File: config.mk
export PLATFORM = sky130hd
export DESIGN_NAME = mem_port_arbiter
export DESIGN_NICKNAME = d
export VERILOG_FILES = /design/src/rtl/risc_spm_pkg.sv /design/src/rtl/mem_port_arbiter_sat_counter.sv /design/src/rtl/mem_port_arbiter.sv
export SDC_FILE = /design/constraint.sdc
export NUM_CORES = 1
export LEC_CHECK = 0
export CAP_MARGIN = 20
export CORE_MARGIN = 2
export CORE_UTILIZATION = 35
export CTS_BUF_LIST = sky130_fd_sc_hd__clkbuf_8
export DETAILED_ROUTE_END_ITERATION = 8
export HOLD_SLACK_MARGIN = 0.05
export MAX_ROUTING_LAYER = met4
export PLACE_DENSITY = 0.86
export SKIP_CTS_REPAIR_TIMING = 1
export SLEW_MARGIN = 10
export SYNTH_ARGS = -nofsm -noshare
export SYNTH_HDL_FRONTEND = slang
export SYNTH_SLANG_ARGS = --single-unit
File: constraint.sdc
create_clock -name clk_i -period 2.4 [get_ports clk_i]
set_clock_uncertainty 0.05 [all_clocks]
set_input_delay 0.48 -clock clk_i [delete_from_list [all_inputs] [get_ports clk_i]]
set_output_delay 0.48 -clock clk_i [all_outputs]
set_load 0.1 [all_outputs]
File: src/rtl/risc_spm_pkg.sv
// Shared types and defaults for the RISC SPM memory subsystem.
package risc_spm_pkg;

  localparam int AW_DEFAULT = 8;
  localparam int DW_DEFAULT = 8;
  localparam int CNT_W      = 16;

  typedef enum logic {
    ARB  = 1'b0,
    LOCK = 1'b1
  } arb_state_t;

endpackage

File: src/rtl/mem_port_arbiter_sat_counter.sv
// Up-counter that stops at max_i; clr_i takes priority over inc_i.
module sat_counter #(
  parameter int W = 4
) (
  input  logic         clk_i,
  input  logic         rst_i,
  input  logic         clr_i,
  input  logic         inc_i,
  input  logic [W-1:0] max_i,
  output logic [W-1:0] q_o
);

  logic [W-1:0] q_q, q_d;

  always_comb begin
    q_d = q_q;
    if (clr_i) begin
      q_d = '0;
    end else if (inc_i && (q_q != max_i)) begin
      q_d = q_q + 1'b1;
    end
  end

  always_ff @(posedge clk_i) begin
    if (rst_i) begin
      q_q <= '0;
    end else begin
      q_q <= q_d;
    end
  end

  assign q_o = q_q;

endmodule

File: src/rtl/mem_port_arbiter.sv
// Shares one memory port between the CPU (priority) and the program loader,
// with a starvation guard for the loader and a lock mode for boot images.
module mem_port_arbiter
  import risc_spm_pkg::*;
#(
  parameter int AW         = AW_DEFAULT,
  parameter int DW         = DW_DEFAULT,
  parameter int STARVE_MAX = 4
) (
  input  logic             clk_i,
  input  logic             rst_i,
  input  logic             cpu_req_i,
  input  logic             cpu_we_i,
  input  logic [AW-1:0]    cpu_addr_i,
  input  logic [DW-1:0]    cpu_wdata_i,
  output logic [DW-1:0]    cpu_rdata_o,
  output logic             cpu_gnt_o,
  output logic             cpu_stall_o,
  input  logic             ldr_req_i,
  input  logic             ldr_we_i,
  input  logic [AW-1:0]    ldr_addr_i,
  input  logic [DW-1:0]    ldr_wdata_i,
  input  logic             ldr_lock_i,
  output logic [DW-1:0]    ldr_rdata_o,
  output logic             ldr_gnt_o,
  output logic [AW-1:0]    mem_addr_o,
  output logic [DW-1:0]    mem_wdata_o,
  output logic             mem_write_o,
  input  logic [DW-1:0]    mem_rdata_i,
  output logic             locked_o,
  output logic [CNT_W-1:0] conflict_cnt_o
);

  localparam int            SW         = $clog2(STARVE_MAX + 1);
  localparam logic [SW-1:0] STARVE_LIM = SW'(STARVE_MAX);

  arb_state_t    state_q, state_d;
  logic          cpu_gnt, ldr_gnt;
  logic [SW-1:0] starve_cnt;

  always_ff @(posedge clk_i) begin
    if (rst_i) begin
      state_q <= ARB;
    end else begin
      state_q <= state_d;
    end
  end

  // Grants are forced low during reset so a pending write never reaches memory.
  always_comb begin
    state_d = state_q;
    cpu_gnt = 1'b0;
    ldr_gnt = 1'b0;
    if (!rst_i) begin
      case (state_q)
        ARB: begin
          if (ldr_req_i && (ldr_lock_i || !cpu_req_i || (starve_cnt == STARVE_LIM))) begin
            ldr_gnt = 1'b1;
            if (ldr_lock_i) state_d = LOCK;
          end else if (cpu_req_i) begin
            cpu_gnt = 1'b1;
          end
        end
        LOCK: begin
          ldr_gnt = ldr_req_i;
          if (!ldr_lock_i) state_d = ARB;
        end
        default: state_d = ARB;
      endcase
    end
  end

  always_comb begin
    mem_addr_o  = cpu_addr_i;
    mem_wdata_o = cpu_wdata_i;
    mem_write_o = 1'b0;
    if (ldr_gnt) begin
      mem_addr_o  = ldr_addr_i;
      mem_wdata_o = ldr_wdata_i;
      mem_write_o = ldr_we_i;
    end else if (cpu_gnt) begin
      mem_write_o = cpu_we_i;
    end
  end

  sat_counter #(.W(SW)) u_starve_cnt (
    .clk_i (clk_i),
    .rst_i (rst_i),
    .clr_i (ldr_gnt | ~ldr_req_i),
    .inc_i (ldr_req_i & ~ldr_gnt),
    .max_i (STARVE_LIM),
    .q_o   (starve_cnt)
  );

  sat_counter #(.W(CNT_W)) u_conflict_cnt (
    .clk_i (clk_i),
    .rst_i (rst_i),
    .clr_i (1'b0),
    .inc_i (cpu_req_i & ldr_req_i),
    .max_i ({CNT_W{1'b1}}),
    .q_o   (conflict_cnt_o)
  );

  assign cpu_gnt_o   = cpu_gnt;
  assign ldr_gnt_o   = ldr_gnt;
  assign cpu_stall_o = cpu_req_i & ~cpu_gnt;
  assign cpu_rdata_o = mem_rdata_i;
  assign ldr_rdata_o = mem_rdata_i;
  assign locked_o    = (state_q == LOCK);

endmodule

==> flow_summary.ini <==
[sta]
grt_setup_unrepaired = true
report.final.slew_viol_count = 0
slew_headroom = 0.7687
hold_viol = 0
setup_viol = 17
finalCriticalPeriod_ns = 2.660
fin_crit_sh = 1.108
tightest_slew_ns = 0.3459
clock.fmax_mhz = 376.0
fin_ws_ns = -0.2597
holdWs_ns = 0.4069

[route]
wl_mm = 4.531
via_per_inst = 5.116
ant_nets = 0
drc = 0
vias = 1453
first_pass_iters = 4
drtIter0Drc = 102
wire_per_inst_um = 15.95

[synthesis]
synthAdderAreaFrac = 0.02735
synth_top_family_by_area = simple AND/OR/NAND/NOR gates
yosys-mux-area-fraction = 0.1796
synth_compound_area_frac = 0.1258
postSynthCellCount = 158
ys_types = 37
synth_xor_area_frac = 0
synth.avg_cell_area_sq_um = 8.687
yosys.area.top_type = dfxtp_1
synth-edff-count = 0
synth-simple-area-share = 0.2598
ys_ff_latch = 20
synth_top_area_frac = 0.2917
synth_fp_nets = 208
syn_area_sq_um = 1373
synth_ff_type = dfxtp_1
yosysWarnings = 0
async_flop_share = 0
synth_area_leaders = dfxtp_1, mux2_2, buf_4, a21oi_1, or4_1
seq_area_frac_synth = 0.2917

[power_and_ir_drop]
p_leak_nw = 1.067
swShare = 0.3658
power.density_nw_per_um2 = 429.6
finalPower_mw = 1.120
seq_power_share = 0.302
p_switching_uw = 409.6
pwr-share-clk = 0.231
irDropWorstVdd_mv = 0.2667
comb_power_share = 0.467
p_int_uw = 710.0

[critical_path]
timing.rr.start = u_conflict_cnt.q_o[0]$_SDFFE_PP0P_
arrival_ns = 2.13
startpoint = ldr_req_i
cp-endpoint = mem_wdata_o[6]
ff2ff_path_depth = 6
r2r-end = u_conflict_cnt.q_o[5]$_SDFFE_PP0P_
cp-end-kind = output port
crit_type = in -> out
timing.reg2reg.setup_slack_ns = 0.58
required_ns = 1.87
start_kind = input pin
cp_max_fo = 4

[floorplan]
num_rows = 22
ios = 100
start_util = 0.3694
core_area_sq_um = 3716
fp.dieW_um = 66.62
die_area_sq_um = 4438
fp.dieH_um = 66.62

[global_route]
grt_max_degree = 25
grt_pass1_wl_mm = 6.713
gr-usage-all-layers = 0.2027
gr-total-overflow = 0
grt_pass1_vias = 1405
antenna_found_initial = 0

[layout]
multiInputGateArea_sq_um = 928.4
drive_gt1_frac = 0.4449
syn2layout_area_growth_pct = 89.88
diodes = 0
post-route-util = 0.7013
ff_latch_area_sq_um = 414.1
fillers = 280
final_common_cell = clkdlybuf4s50_1
finalNetCount = 287
final_cell_mix = clkdlybuf4s50_1, buf_4, buf_12, mux2_4

[status]
violations = negative setup slack
status = finished, violations left

[cts]
htreeDepth = 1
cts_tree = built
clkTransAtPathRegs_ns = 0.07
clk_path_buf_depth = 2
cts_root_buffer = clkbuf_8
clkLatencyLatePin_ns = 0.26
cts_sinks = 20
cts_buffers = 3

[placement]
io_buffers = 75
gp_congestion = 0.7523
dp_hpwl_mm = 3.342

[hold_path]
hold_class = reg -> reg

[job]
cap_violations = 0
per-stage QoR:
step           cell area, sq um  worst slack (ns)  setup TNS, ns  std cells
4_1_cts                    2437           -0.3169         -4.582        274
6_report                   2606           -0.2597         -4.138        284
3_5_place_dp               2382           -0.3142         -4.627        270
3_3_place_gp               2382           -0.2275         -3.284        270
5_1_grt                    2606           -0.2963         -4.881        284
2_1_floorplan              1475           -0.2347        -0.3959        158
cells by family (layout without fill, tap and decap cells):
family,after synthesis,in the layout
flops,20,20
fa+ha+maj,3,3
simple gates,61,61
mux,22,22
buf+inv,25,103
compound gates,27,27
cells in the mapped netlist, types with 2 or more instances:
master,count
a21oi_1,11
nor4_1,4
nor2_1,11
nand3_1,7
ha_1,3
o31ai_1,6
inv_1,2
buf_2,4
nor3b_1,3
or4_1,7
nor2b_1,6
nand2_1,7
buf_4,16
nor3_1,3
nand4_1,3
o21ai_0,3
clkbuf_1,2
mux2_2,21
dfxtp_1,20
or3_1,2
worst max-delay path, cell delays in order:
cell             delay, ns
clkdlybuf4s50_1       0.53
nor3b_4               0.32
clkbuf_16             0.20
buf_6                 0.12
mux2_4                0.31
buf_12                0.17
layer usage:
metal  GRT usage  vias up  wire length, um
met4     0.03827        0               81
met2      0.3600       29             2499
met3     0.04054        6              150
met5           -        -                0
met1      0.2382      694             1800
li1            -      724                -
state kept, by name, summed over array words and instances (netlist names):
register,flops
u_conflict_cnt.q_o,16
u_starve_cnt.q_o,3
locked_o,1
power groups by stage:
stage          sequential (mW)  clock [mW]  combinational (mW)
3_5_place_dp             0.346           0               0.490
2_1_floorplan            0.363           0               0.389
4_1_cts                  0.338       0.266               0.491
5_1_grt                  0.338       0.275               0.537
3_3_place_gp             0.345           0               0.484
6_report                 0.338       0.259               0.523
worst min-delay path by stage:
stage	startpoint	endpoint	cells after the start
2_1_floorplan	u_starve_cnt.q_o[0]$_SDFFE_PP0P_	u_starve_cnt.q_o[0]$_SDFFE_PP0P_	1
3_3_place_gp	u_starve_cnt.q_o[0]$_SDFFE_PP0P_	u_starve_cnt.q_o[0]$_SDFFE_PP0P_	1
3_5_place_dp	u_starve_cnt.q_o[0]$_SDFFE_PP0P_	u_starve_cnt.q_o[0]$_SDFFE_PP0P_	1
4_1_cts	u_starve_cnt.q_o[0]$_SDFFE_PP0P_	u_starve_cnt.q_o[0]$_SDFFE_PP0P_	1
5_1_grt	u_starve_cnt.q_o[0]$_SDFFE_PP0P_	u_starve_cnt.q_o[0]$_SDFFE_PP0P_	1
6_report	u_starve_cnt.q_o[0]$_SDFFE_PP0P_	u_starve_cnt.q_o[0]$_SDFFE_PP0P_	1
area by class of cell:
| cell class | count | share of cell area |
|---|---|---|
| timing repair buffer | 97 | 0.4378 |
| multi-input combinational | 113 | 0.3562 |
| sequential | 20 | 0.1589 |
| tap | 48 | 0.02304 |
| clock buffer | 4 | 0.02112 |
| inverter | 2 | 0.002880 |
(Power assumes the default switching activity.)
